**config.mk**
```make
export PLATFORM = sky130hd
export DESIGN_NAME = mem_dump_reader
export DESIGN_NICKNAME = d
export VERILOG_FILES = /design/src/rtl/mem_dump_reader.sv
export SDC_FILE = /design/constraint.sdc
export NUM_CORES = 1
export LEC_CHECK = 0
export ABC_AREA = 1
export BUFFER_PORTS_ARGS = -buffer_cell sky130_fd_sc_hd__clkbuf_2
export CORE_MARGIN = 1
export CORE_UTILIZATION = 29
export CTS_CLUSTER_SIZE = 16
export DETAILED_ROUTE_END_ITERATION = 8
export PLACE_DENSITY_LB_ADDON = 0.08
export SKIP_CTS_REPAIR_TIMING = 1
export SYNTH_ARGS = -nofsm -noshare
export SYNTH_HDL_FRONTEND = slang
export SYNTH_SLANG_ARGS = --single-unit
```
**constraint.sdc**
```tcl
create_clock -name clk -period 1.3 [get_ports clk]
set_input_delay 0.325 -clock clk [delete_from_list [all_inputs] [get_ports clk]]
set_output_delay 0.325 -clock clk [all_outputs]
set_load 0.02 [all_outputs]
```
**src/rtl/mem_dump_reader.sv**
```systemverilog
// mem_dump_reader
//   Button-stepped readback of the data memory once the CPU has halted.
//   Each debounced press of next_btn advances to the next memory entry. The
//   word read there is latched for the 7-segment display, and a one-hot LED
//   bar marks which entry is on show. Stepping past the last entry lights
//   every LED and raises done.
//
// Ports
//   clk            system clock, all state on posedge
//   clr            asynchronous active-low reset
//   start          level: 1 = CPU halted and dump enabled, 0 = abort to idle
//   next_btn       raw push button, asynchronous to clk, may bounce
//   Mem_read_data  combinational read data from the memory at Mem_read_addr
//   Mem_read_addr  registered read address driven to the memory
//   show_data      latched word of the entry on display
//   display_led    one-hot entry indicator, MSB = entry 0, all ones when done
//   busy           high while an entry is being loaded or shown
//   done           high once the last entry has been stepped past
module mem_dump_reader #(
  parameter int DEPTH     = 10,
  parameter int AW        = 4,
  parameter int DW        = 16,
  parameter int DB_CYCLES = 4
) (
  input  logic             clk,
  input  logic             clr,
  input  logic             start,
  input  logic             next_btn,
  input  logic [DW-1:0]    Mem_read_data,
  output logic [AW-1:0]    Mem_read_addr,
  output logic [DW-1:0]    show_data,
  output logic [DEPTH-1:0] display_led,
  output logic             busy,
  output logic             done
);

  // One extra counter bit keeps the width non-zero even when DB_CYCLES is 1.
  localparam int CW = $clog2(DB_CYCLES + 1);

  typedef enum logic [1:0] {IDLE, LOAD, SHOW, DONE} state_t;

  logic          sync1, sync2;
  logic          stable, stable_d;
  logic [CW-1:0] db_cnt;
  logic          step;

  state_t           state, state_nx;
  logic [AW-1:0]    addr_nx;
  logic [DW-1:0]    show_nx;
  logic [DEPTH-1:0] led_nx;
  logic [DEPTH-1:0] led_onehot;

  // Button conditioning. The raw button goes through a two-flop synchronizer.
  // The synced level is then accepted as the new stable level only after it
  // has disagreed with the stable level for DB_CYCLES consecutive cycles. Any
  // bounce back to agreement restarts the count. stable_d keeps last cycle's
  // stable level so that a rising edge can be detected.
  always_ff @(posedge clk or negedge clr) begin
    if (!clr) begin
      sync1    <= 1'b0;
      sync2    <= 1'b0;
      stable   <= 1'b0;
      stable_d <= 1'b0;
      db_cnt   <= '0;
    end else begin
      sync1    <= next_btn;
      sync2    <= sync1;
      stable_d <= stable;
      if (sync2 == stable) begin
        db_cnt <= '0;
      end else if (db_cnt == CW'(DB_CYCLES - 1)) begin
        stable <= sync2;
        db_cnt <= '0;
      end else begin
        db_cnt <= db_cnt + CW'(1);
      end
    end
  end

  // One pulse per press. Releasing the button (a falling stable level) never
  // produces a step.
  assign step = stable & ~stable_d;

  // LED pattern for the current address. Entry 0 lights the MSB, so the bar
  // walks from left to right as the dump advances.
  always_comb begin
    led_onehot = '0;
    for (int i = 0; i < DEPTH; i++) begin
      if (Mem_read_addr == AW'(i)) led_onehot[DEPTH-1-i] = 1'b1;
    end
  end

  // State register together with the display and address registers. All of
  // them move only under the control of the next-state logic below.
  always_ff @(posedge clk or negedge clr) begin
    if (!clr) begin
      state         <= IDLE;
      Mem_read_addr <= '0;
      show_data     <= '0;
      display_led   <= '0;
    end else begin
      state         <= state_nx;
      Mem_read_addr <= addr_nx;
      show_data     <= show_nx;
      display_led   <= led_nx;
    end
  end

  // Next-state logic. Dropping start always wins, even over a simultaneous
  // step. A step that arrives while nothing is waiting for it (IDLE, LOAD or
  // DONE) is simply dropped. The address is bumped when leaving SHOW, so it
  // has been stable for a full cycle before LOAD samples the combinational
  // memory data.
  always_comb begin
    state_nx = state;
    addr_nx  = Mem_read_addr;
    show_nx  = show_data;
    led_nx   = display_led;
    case (state)
      IDLE: begin
        addr_nx = '0;
        led_nx  = '0;
        if (start) state_nx = LOAD;
      end
      LOAD: begin
        if (!start) begin
          state_nx = IDLE;
          addr_nx  = '0;
          led_nx   = '0;
        end else begin
          show_nx  = Mem_read_data;
          led_nx   = led_onehot;
          state_nx = SHOW;
        end
      end
      SHOW: begin
        if (!start) begin
          state_nx = IDLE;
          addr_nx  = '0;
          led_nx   = '0;
        end else if (step) begin
          if (Mem_read_addr < AW'(DEPTH - 1)) begin
            addr_nx  = Mem_read_addr + AW'(1);
            state_nx = LOAD;
          end else begin
            led_nx   = '1;
            state_nx = DONE;
          end
        end
      end
      DONE: begin
        if (!start) begin
          state_nx = IDLE;
          addr_nx  = '0;
          led_nx   = '0;
        end
      end
      default: begin
        state_nx = IDLE;
        addr_nx  = '0;
        led_nx   = '0;
      end
    endcase
  end

  assign busy = (state == LOAD) || (state == SHOW);
  assign done = (state == DONE);

endmodule

```
; ---- Yosys cells after proc, flatten, opt, wreduce, memory -nomap -nowiden
; Index checks and enable logic that the tools add are counted.
[classes]
addsub = 2
n_lt_le_gt_ge = 1
eq_ne = 20
muxes = 30
n_bitwise = 3
n_reduce_logical = 9
[op_table]
columns = operator, n
row1 = 10-bit two-way mux, 5
row2 = 10-bit case mux with 4 select lines, 1
row3 = "4-bit by 3-bit equality test with 1-bit output, second input constant", 4
row4 = 4-bit two-way mux, 4
row5 = 2-bit two-way mux, 6
row6 = 4-bit case mux with 3 select lines, 1
row7 = 1-bit two-way mux, 10
row8 = "3-bit != test, second input constant", 3
row9 = 3-bit AND reduction, 3
row10 = "4-bit by 2-bit equality test with 1-bit output, second input constant", 2
row11 = "4-bit equality test, second input constant", 2
row12 = 2-bit case mux with 4 select lines, 1
row13 = 3-bit two-way mux, 2
row14 = "2-bit != test, second input constant", 3
row15 = "4-bit by 1-bit adder with 4-bit output, second input constant", 1
row16 = "2-bit equality test, second input constant", 2
row17 = "4-bit by 1-bit equality test with 1-bit output, second input constant", 1
row18 = 4-bit zero test, 1
row19 = "4-bit < comparator, second input constant", 1
row20 = 2-bit AND reduction, 2
row21 = "3-bit by 1-bit adder with 3-bit output, second input constant", 1
row22 = "3-bit by 2-bit equality test with 1-bit output, second input constant", 1
row23 = "2-bit by 1-bit equality test with 1-bit output, second input constant", 1
row24 = 2-bit zero test, 1
row25 = 5 further kinds, 6
[totals]
reg_bits = 39
input_bits = 20
out_inout_bits = 32
elab_cells = 74

; ---- Logic depth before layout (Yosys ltp)
; Gate-level depths: netlist of the first run.
[logic_depth]
ltp_word = 5
depth_mapped = 11
depth_no_buf = 11

; ---- Worst setup path before layout of the first run
; OpenSTA, ideal clock, no wires.
[synth_path]
path_kind = register to register
from = register Mem_read_addr[0]
to = register display_led[0]
setup_ps = 117
arrival_ps = 1323
required_ps = 1183
setup_slack_ps = -139
stages_incl_launch_ff = 10
path_buffers = 1
period_less_slack_ps = 1439
cell_sequence = dfrtp_1 > inv_1 > ha_1 > nand2_1 > nand2_1 > nand2_1 > nand2_2 > buf_6 > nand2_1 > nand2_1
[synth_via]
elab_chain_cells = 4
word_cells_on_any_way = 7
cone_classes = 1 x order compare / 2 x eq/ne / 3 x mux / 1 x reduce/logical
[synth_rtl]
columns = element, line
row1 = "start, declared", 30  ; output logic [AW-1:0] Mem_read_addr,
row2 = "start signal, assigned", 103  ; Mem_read_addr <= addr_nx;
row3 = branches (longest 4 deep; another with 4-bit < comparator), n/a
row4 = "end signal, assigned", 105  ; display_led <= led_nx;
row5 = "end, declared", 32  ; output logic [DEPTH-1:0] display_led,
; Several ways; the timed one is not identified.
; A chain may end at the register's enable or synchronous reset.

; ---- Worst setup path in the final report of the first run
[layout_path]
from = register state[1]
to = output busy
[layout_via]
elab_chain_cells = 2
word_cells_on_any_way = 3
cone_classes = 2 x eq/ne / 1 x reduce/logical
[layout_rtl]
columns = element, line
row1 = "start, declared", 47  ; state_t state, state_nx;
row2 = "start signal, assigned", 102  ; state <= state_nx;
row3 = 2-bit by 1-bit equality test with 1-bit output or 2-bit equality test (tied branches), 166  ; assign busy = (state == LOAD) || (state == SHOW);
row4 = 1-bit logical OR (*), 166
row5 = "end, declared", 33  ; output logic busy,
; Mark *: on every way between the ends. The rest lies on a longest branch, timed or not.

==> flow_summary.yaml, run 1 <==
cts:
  htree_num_levels: 2
  clkSinkCount: 39
  clk_latency_ns: 0.29
  clkTransAtPathRegs_ns: 0.07
  cts_tree: "yes"
  cts_root_buffer: "clkbuf_8"
  numCtsBuffers: 5
  clock_path_buffers: 2
detailed_routing:
  drtPass1Iterations: 4
  avgViaCountPerCell: 4.27
  drt_wl_total_um: 3810
  ant_nets: 0
  wl_per_cell_um: 11.0
  first_iter_violations: 37
  vias: 1479
  drc: 0
setup_path:
  critical_path_required_ns: 0.98
  cpLargestDelayFamily: "flip-flops"
  setup.worst_path.end_class: "output port"
  crit_slowest_cell: "dfrtp_1"
  worst-setup-path-type: "flip-flop to output port"
  cp_data_arrival_time_ns: 1.25
  r2r_cells: 11
  start_kind: "flip-flop"
  rr_endpoint: "display_led[7]"
  path_cells: "inv_2, buf_6, ha_4, buf_6"
  cp_max_fo: 3
  crit_path_frequent_cell: "buf_6"
  cp_slowest_stage_delay_ns: 0.41
  r2r_start: "state[1]"
  regToRegSetupSlack_ns: -0.19
  cp.buffers_inverters: 3
global_routing:
  track_usage_pct: 12.6
  grt_first_pass_wirelength_um: 6260
  grt_pass1_vias: 1409
  antenna_found_initial: 0
  grt_max_degree: 40
  grt_overflow_total: 0
yosys:
  synth_top_cell_area_share_pct: 53.0
  ys_warn_count: 0
  synth_edf_count: 0
  ys_seq_elements: 39
  async_flop_share_pct: 100
  synth_cells: 190
  syn_avg_cell_area_sq_um: 9.69
  synth_top_cell_by_area: "dfrtp_1"
  ys.flop_type: "dfrtp_1"
  synth.area.top_cells: "dfrtp_1 53%, nand2_1 12%, ha_1 6.1%"
  synthesis.nets: 219
  synth_area_sq_um: 1840
  synth-seq-area-share_pct: 53.0
  ys_types: 24
final_layout:
  nets: 299
  register_area_sq_um: 980
  fin_cells: 346
  drive_gt1_share_pct: 43.9
  area_growth_pct: 42.9
  final_area_sq_um: 2630
  multi_input_area_sq_um: 827
  antenna_cells: 0
  fillCellCount: 604
floorplanning:
  fp.dieW_um: 81.7
  ios: 52
  core_area_sq_um: 6030
  die_h_um: 81.7
  num_rows: 28
  initial_core_util_pct: 30.5
  die_area_sq_um: 6670
sta:
  fin_skew_ns: 0.00449
  period_share_pct: 121
  final-hold-violation-count: 17
  maxSlewHeadroom_pct: 82.6
  rsz0062_at_grt: "true"
  period_needed_ns: 1.57
  final.setup.tns_ns: -5.72
  setup_viol: 34
  max_freq_ghz: 0.635
  worst_pin_slew_ns: 0.259
  hold_slack_ns: -0.00727
  drv_slew: 0
  fin_ws_ns: -0.275
pwr:
  p_per_area_nw_per_um2: 2120
  ir_worst_vdd_mv: 0.925
  leakagePower_nw: 1.34
placed_design:
  dp_cells: 331
  portBuffers: 51
  post-dp-hpwl_um: 2720
  placed_cell_area_sq_um: 2330
  gp_congestion: 0.698
status:
  violations: "hold timing, setup timing"
  status: "complete, but fails checks"
flow_run:
  cap_violations: 0
min_path:
  hp-class: "primary input to async pin"
## flip-flops by register name, summed over array words and instances, names as in the netlist
register	flops
display_led	10
Mem_read_addr	4
sync2	1
state	2
show_data	16
stable	1
db_cnt	3
sync1	1
stable_d	1
## metrics by stage
stage          worst slack (ns)  total power, mW  util (%)
2_1_floorplan          -0.00857             3.36         -
3_3_place_gp             -0.126             4.17      38.7
3_5_place_dp             -0.140             4.17      38.7
4_1_cts                  -0.442             5.26      40.7
5_1_grt                  -0.321             5.99      43.6
6_report                 -0.275             5.58      43.6
## layer usage
layer  part of all wire (%)  vias to the layer above  global-route usage [%]
li1                       -                      766                       -
met1                     44                      667                    14.8
met2                     48                       40                    20.9
met3                    5.7                        6                    3.78
met4                    1.8                        0                    5.79
met5                      0                        -                       0
## synthesized netlist by cell type (2+ instances only)
cell type  instances
nand2_1           58
o21ai_0            5
mux2_1             7
a21oi_1           10
inv_1             16
inv_2              3
nand3_1            5
nor2_2             2
nand4_1            2
mux2_2            10
buf_6              2
ha_1               9
dfrtp_1           39
nor2_1             8
nand2_2            5
## cells in the final DEF, fill, tap and decap left out, types with 2 or more instances in the layout
| cell | n |
|---|---|
| nor2_2 | 2 |
| nand2_2 | 3 |
| inv_1 | 14 |
| clkbuf_8 | 6 |
| nor2_1 | 8 |
| o21ai_0 | 2 |
| buf_6 | 12 |
| dfrtp_1 | 36 |
| nand2_1 | 57 |
| ha_4 | 2 |
| dfrtp_2 | 3 |
| clkinv_2 | 2 |
| a21oi_1 | 10 |
| mux2_2 | 10 |
| mux2_1 | 7 |
| nand4_1 | 2 |
| buf_12 | 2 |
| ha_1 | 6 |
| nand3_4 | 2 |
| nand2_4 | 3 |
| clkbuf_2 | 46 |
| inv_2 | 3 |
| buf_4 | 16 |
| o21ai_1 | 2 |
| inv_4 | 2 |
| nand3_1 | 4 |
## area by class of cell
class                   instances  area share [%]
clock buffers                   6            3.14
flip-flops and latches         39            37.3
multi-input cells             127            31.4
well taps                      75            3.57
clock inverters                 2            1.33
repair buffers                 77            20.2
inverters                      20            3.09
## how the worst max path moves through the flow
stage	startpoint	to	slack, ns	cells after the start
floorplan	state[0]	display_led[0]	-0.009	11
CTS	state[0]	busy	-0.44	4
global placement	state[1]	Mem_read_addr[1]	-0.13	6
finish	state[1]	busy	-0.27	4
detailed placement	state[0]	display_led[1]	-0.14	11
global route	state[1]	display_led[7]	-0.32	9
## logic make-up (layout without fill, tap and decap cells)
| logic type | count (synthesis) | after routing | share of synthesized area [%] |
|---|---|---|---|
| compound gates | 16 | 16 | 4.49 |
| xor+xnor | 1 | 1 | 0.476 |
| fa+ha+maj | 9 | 9 | 6.12 |
| buf+inv | 24 | 105 | 5.78 |
| flops | 39 | 39 | 53.0 |
| mux | 17 | 17 | 10.4 |
| simple gates | 84 | 84 | 19.7 |
## report_power, final
part	internal, mW	switching [mW]
sequential	1.62	0.209
combinational	1.23	1.48
clock	0.621	0.429
total	3.47	2.12
Power figures use the tool's default switching activity.
==> inputs of run 2 (changes only) <==
--- a/config.mk
+++ b/config.mk
@@ -5,7 +5,6 @@
 export SDC_FILE = /design/constraint.sdc
 export NUM_CORES = 1
 export LEC_CHECK = 0
-export ABC_AREA = 1
 export BUFFER_PORTS_ARGS = -buffer_cell sky130_fd_sc_hd__clkbuf_2
 export CORE_MARGIN = 1
 export CORE_UTILIZATION = 29
==> constraint.sdc (replaced) <==
create_clock -name clk -period 1.4 [get_ports clk]
set_input_delay 0.35 -clock clk [delete_from_list [all_inputs] [get_ports clk]]
set_output_delay 0.35 -clock clk [all_outputs]
set_load 0.02 [all_outputs]
==> run 2 against run 1 <==
  * First-iteration DRC count grew 46%
  * Design area grew 10%
  * Register-to-register slack lost 0.11 ns
  * Synthesized cell count shrank 25%
  * Utilization grew 4.1 points
  * Critical path depth grew 1
  * Cell count shrank 11%
  * The run ends with setup timing left
  * Critical path type unchanged
  * Via count shrank 3.9%
==> flow_summary.yaml, run 2 <==
status:
  status: "complete, but fails checks"
  violations: "setup timing"
pwr:
  p_comb_share_pct: 54.7
  p_clk_share_pct: 15.7
  leakagePower_nw: 1.49
  power.switching_mw: 2.09
  pwr-share-seq_pct: 29.6
  intPower_mw: 3.70
  p_sw_share_pct: 36.0
  ir_worst_vdd_mv: 1.03
  p_per_area_nw_per_um2: 2000
detailed_routing:
  ant_nets: 0
  avgViaCountPerCell: 4.60
  first_iter_violations: 54
  drtPass1Iterations: 4
  wl_per_cell_um: 14.4
  drc: 0
  drt_wl_total_um: 4440
  vias: 1422
sta:
  fin_ws_ns: -0.313
  fin_skew_ns: 0.00182
  period_share_pct: 122
  rsz0062_at_grt: "true"
  maxSlewHeadroom_pct: 79.3
  setup_viol: 34
  drv_slew: 0
  hold_slack_ns: 0.0222
  final-hold-violation-count: 0
  worst_pin_slew_ns: 0.311
  period_needed_ns: 1.71
  max_freq_ghz: 0.584
floorplanning:
  num_rows: 28
  core_area_sq_um: 6060
  fp.dieW_um: 82.1
  die_h_um: 82.1
  die_area_sq_um: 6740
  initial_core_util_pct: 30.7
  ios: 52
setup_path:
  crit_slowest_cell: "dfrtp_2"
  crit_path_frequent_cell: "buf_6"
  r2r_start: "state[0]"
  cp_data_arrival_time_ns: 1.36
  cp_max_fo: 4
  critical_path_required_ns: 1.05
  setup.worst_path.end_class: "output port"
  regToRegSetupSlack_ns: -0.30
  rr_endpoint: "display_led[0]"
  worst-setup-path-type: "flip-flop to output port"
  cp-endpoint: "done"
  start_kind: "flip-flop"
  cp_slowest_stage_delay_ns: 0.43
  r2r_cells: 6
  path_cells: "buf_6, ha_4, buf_6, buf_6, buf_6"
  critical_path.startpoint: "state[0]"
global_routing:
  grtUsageMet1_pct: 17.7
  met2_usage_pct: 22.2
  grt_pass1_vias: 1440
  track_usage_pct: 14.1
  grt_max_degree: 40
  grt_overflow_total: 0
  grt_first_pass_wirelength_um: 6890
  grt_util_met3_pct: 6.22
  busiest_layer: "met2"
  antenna_found_initial: 0
cts:
  clkSinkCount: 39
  clock_path_buffers: 2
  cts_root_buffer: "clkbuf_8"
  cts_tree: "yes"
  htree_num_levels: 2
  clkTransAtPathRegs_ns: 0.07
  clk_latency_ns: 0.29
  numCtsBuffers: 5
final_layout:
  nets: 263
  largest_reg_flops: 16
  reg_top3: "show_data x16, display_led x10, Mem_read_addr x4"
  register_area_sq_um: 982
  fin_cells: 309
  final_area_sq_um: 2900
  area_growth_pct: 55.7
  drive_gt1_share_pct: 64.5
  fillCellCount: 556
  multi_input_area_sq_um: 1050
  final_core_util_pct: 47.8
  mostFrequentLayoutCells: "45 x clkbuf_2, 34 x dfrtp_1, 27 x buf_4"
  antenna_cells: 0
  layout_commonest_cell: "clkbuf_2"
  regMostFlops: "show_data"
placed_design:
  post-dp-hpwl_um: 3190
  placed_cell_area_sq_um: 2530
  portBuffers: 51
  dp_cells: 294
  gp_congestion: 0.749
yosys:
  async_flop_share_pct: 100
  synth_top_cell_area_share_pct: 52.5
  synth_cells: 142
  ys_types: 35
  synth_common_cells: "39 x dfrtp_1, 17 x mux2_2, 9 x ha_1, 9 x mux2_4, 8 x nor2_1"
  synth_top_cell_by_area: "dfrtp_1"
  ys_warn_count: 0
  ys.flop_type: "dfrtp_1"
  synthesis.nets: 171
  synth_edf_count: 0
  ys_seq_elements: 39
  syn_avg_cell_area_sq_um: 13.1
  synth-seq-area-share_pct: 52.5
  synth_area_sq_um: 1860
  yosysMostFrequentCell: "dfrtp_1"
  synth.area.top_cells: "dfrtp_1 52%, mux2_2 10%, mux2_4 7.3%"
flow_run:
  cap_violations: 0
min_path:
  hp-class: "primary input to async pin"
-- run 2: layer usage --
layer | share of wire (%) | up-vias
li1 | - | 687
met1 | 44 | 691
met2 | 49 | 38
met3 | 5.6 | 6
met4 | 1.2 | 0
met5 | 0 | -
-- run 2: kinds of logic (layout without fill, tap and decap cells) --
kind of cell / count (synthesis) / in the layout / share of synthesized area (%)
flip-flops: 39 / 39 / 52.5
AND/OR/NAND/NOR: 29 / 30 / 9.35
multiplexers: 27 / 27 / 18.1
AO/OA/AOI/OAI: 25 / 25 / 10.4
buffers and inverters: 12 / 103 / 3.10
adder cells (fa/ha/maj): 9 / 9 / 6.06
XOR/XNOR: 1 / 1 / 0.471
-- run 2: power groups by stage --
stage	combinational, mW	sequential, mW	clock, mW
3_5_place_dp	2.57	1.72	0
2_1_floorplan	1.34	2.05	0
5_1_grt	3.40	1.77	1.02
3_3_place_gp	2.53	1.70	0
6_report	3.17	1.72	0.909
4_1_cts	2.58	1.70	0.946
-- run 2: cell type report --
| class | instances | area share (%) |
|---|---|---|
| Clock inverter | 1 | 1.04 |
| Clock buffer | 6 | 2.51 |
| Inverter | 7 | 0.908 |
| Timing Repair Buffer | 89 | 22.0 |
| Multi-Input combinational cell | 92 | 36.4 |
| Sequential cell | 39 | 33.9 |
| Tap cell | 75 | 3.24 |
-- run 2: worst min path at each step --
| stage | to | slack, ns | cells past startpoint |
|---|---|---|---|
| finish | Mem_read_addr[1] | 0.02 | 2 |
| global route | Mem_read_addr[2] | 0.01 | 2 |
| detailed placement | Mem_read_addr[1] | 0.34 | 2 |
| CTS | Mem_read_addr[2] | 0.02 | 2 |
| floorplan | Mem_read_addr[0] | 0.05 | 0 |
| global placement | display_led[1] | 0.34 | 2 |
-- run 2: worst max-delay path, delay by kind of cell (launching register included) --
| kind | cells | cell delay, ns |
|---|---|---|
| adder cells (fa/ha/maj) | 1 | 0.16 |
| flip-flops | 1 | 0.43 |
| buffers and inverters | 4 | 0.49 |
-- run 2: stage by stage --
stage	setup TNS (ns)	power, mW	setup WS [ns]
2_1_floorplan	-3.35	3.39	-0.292
3_3_place_gp	-5.28	4.23	-0.259
3_5_place_dp	-6.58	4.29	-0.308
4_1_cts	-7.63	5.22	-0.489
5_1_grt	-10.43	6.19	-0.379
6_report	-8.57	5.79	-0.313
==> inputs of run 3 (changes only) <==
--- a/config.mk
+++ b/config.mk
@@ -11,6 +11,7 @@
 export CTS_CLUSTER_SIZE = 16
 export DETAILED_ROUTE_END_ITERATION = 8
 export PLACE_DENSITY_LB_ADDON = 0.08
+export RECOVER_POWER = 50
 export SKIP_CTS_REPAIR_TIMING = 1
 export SYNTH_ARGS = -nofsm -noshare
 export SYNTH_HDL_FRONTEND = slang
==> run 3 against run 2 <==
  * Total power shrank 0.10%
  * The flow still finishes with violations (setup timing)
  * First-iteration DRC count did not move
  * Non-clock buffer count unchanged
  * Sequential power barely moved
  * Global-route usage did not move
  * Clock skew unchanged
  * Critical endpoint unchanged
  * Fmax unchanged
  * Register-to-register slack barely moved
==> flow_summary.yaml, run 3 (same netlist as run 2, synthesis figures left out) <==
status:
  status: "complete, but fails checks"
  violations: "setup timing"
setup_path:
  crit_path_frequent_cell: "buf_6"
  cp.buffers_inverters: 4
  cp_slowest_stage_delay_ns: 0.43
  cpLargestDelayFamily: "buffers and inverters"
  cp_data_arrival_time_ns: 1.36
  critical_path_required_ns: 1.05
  cp_max_fo: 4
  path_cells: "buf_6, ha_4, buf_6, buf_6, buf_6"
  setup.worst_path.end_class: "output port"
  worst-setup-path-type: "flip-flop to output port"
  crit_slowest_cell: "dfrtp_2"
  start_kind: "flip-flop"
final_layout:
  mostFrequentLayoutCells: "46 x clkbuf_2, 34 x dfrtp_1, 27 x buf_4"
  area_growth_pct: 54.9
  regMostFlops: "show_data"
  fin_cells: 309
  drive_gt1_share_pct: 64.5
  layout_commonest_cell: "clkbuf_2"
  antenna_cells: 0
  nets: 263
  fillCellCount: 558
  reg_top3: "show_data x16, display_led x10, Mem_read_addr x4"
  multi_input_area_sq_um: 1050
  largest_reg_flops: 16
  final_core_util_pct: 47.5
  register_area_sq_um: 982
detailed_routing:
  avgViaCountPerCell: 4.60
  wl_per_cell_um: 14.4
  vias: 1422
  drtPass1Iterations: 4
  drc: 0
  first_iter_violations: 54
  drt_wl_total_um: 4440
  ant_nets: 0
sta:
  worst_pin_slew_ns: 0.973
  setup_viol: 34
  maxSlewHeadroom_pct: 35.1
  hold_slack_ns: 0.167
  fin_skew_ns: 0.00182
  period_needed_ns: 1.71
  drv_slew: 0
  rsz0062_at_grt: "true"
  period_share_pct: 122
  max_freq_ghz: 0.584
  fin_ws_ns: -0.313
  final-hold-violation-count: 0
  final.setup.tns_ns: -8.57
cts:
  htree_num_levels: 2
  cts_root_buffer: "clkbuf_8"
  cts_tree: "yes"
  clkSinkCount: 39
  clk_latency_ns: 0.29
  clkTransAtPathRegs_ns: 0.07
  numCtsBuffers: 5
  clock_path_buffers: 2
pwr:
  pwr-share-seq_pct: 29.7
  power.switching_mw: 2.09
  ir_worst_vdd_mv: 1.03
  intPower_mw: 3.70
  leakagePower_nw: 1.48
  p_comb_share_pct: 54.6
  p_per_area_nw_per_um2: 2010
  p_clk_share_pct: 15.7
  p_sw_share_pct: 36.1
placed_design:
  portBuffers: 51
  post-dp-hpwl_um: 3190
  gp_congestion: 0.749
  pre_cts_slack_ns: -0.308
  dp_cells: 294
floorplanning:
  ios: 52
  num_rows: 28
  core_area_sq_um: 6060
  initial_core_util_pct: 30.7
  fp.dieW_um: 82.1
  die_area_sq_um: 6740
  die_h_um: 82.1
global_routing:
  grt_first_pass_wirelength_um: 6890
  grt_max_degree: 40
  grt_overflow_total: 0
  grt_pass1_vias: 1440
  track_usage_pct: 14.1
  antenna_found_initial: 0
flow_run:
  cap_violations: 0
min_path:
  hp-class: "primary input to flip-flop"
[run 3: cell types whose count changed in the layout (fill, tap and decap cells not counted), sizes merged]
cell	previous run	this run
buf	44	43
clkbuf	51	52
[run 3: cell type report]
class | instances | area share, %
repair buffers | 89 | 21.6
inverters | 7 | 0.912
clock inverters | 1 | 1.04
flip-flops and latches | 39 | 34.1
well taps | 75 | 3.26
multi-input cells | 92 | 36.6
clock buffers | 6 | 2.52
[run 3: metal layers]
layer,vias up,global-route usage [%],routed length [um]
met4,0,3.33,54
met1,691,17.7,1940
li1,687,-,-
met2,38,22.2,2190
met3,6,6.22,248
met5,-,0,0
[run 3: worst register-to-register path: stages, from the launching register on]
cell and delay [ns]:
dfrtp_2 0.43, buf_6 0.13, ha_4 0.16, a22oi_2 0.20, a21boi_4 0.22, buf_12 0.16, mux2_4 0.30
[run 3: path summary, 6_finish.rpt]
path / from / endpoint / slack, ns / cells after the start
max: state[0] / done / -0.31 / 5
min: next_btn / sync1 / 0.17 / 1
max reg2reg: state[0] / display_led[0] / -0.30 / 6
min reg2reg: sync1 / sync2 / 0.36 / 0
max in group asynchronous: clr / state[0] / 0.45 / 2
min in group asynchronous: clr / Mem_read_addr[0] / 0.29 / 2
[run 3: per-stage QoR]
stage          area (sq um)  power [mW]
3_5_place_dp           2530        4.29
3_3_place_gp           2530        4.23
6_report               2880        5.78
4_1_cts                2630        5.22
2_1_floorplan          1970        3.39
5_1_grt                2880        6.18
[run 3: power by group through the flow]
stage	clock network (mW)	logic, mW	registers, mW
floorplan	0	1.34	2.05
global placement	0	2.53	1.70
detailed placement	0	2.57	1.72
CTS	0.946	2.58	1.70
global route	1.02	3.39	1.77
finish	0.909	3.16	1.72
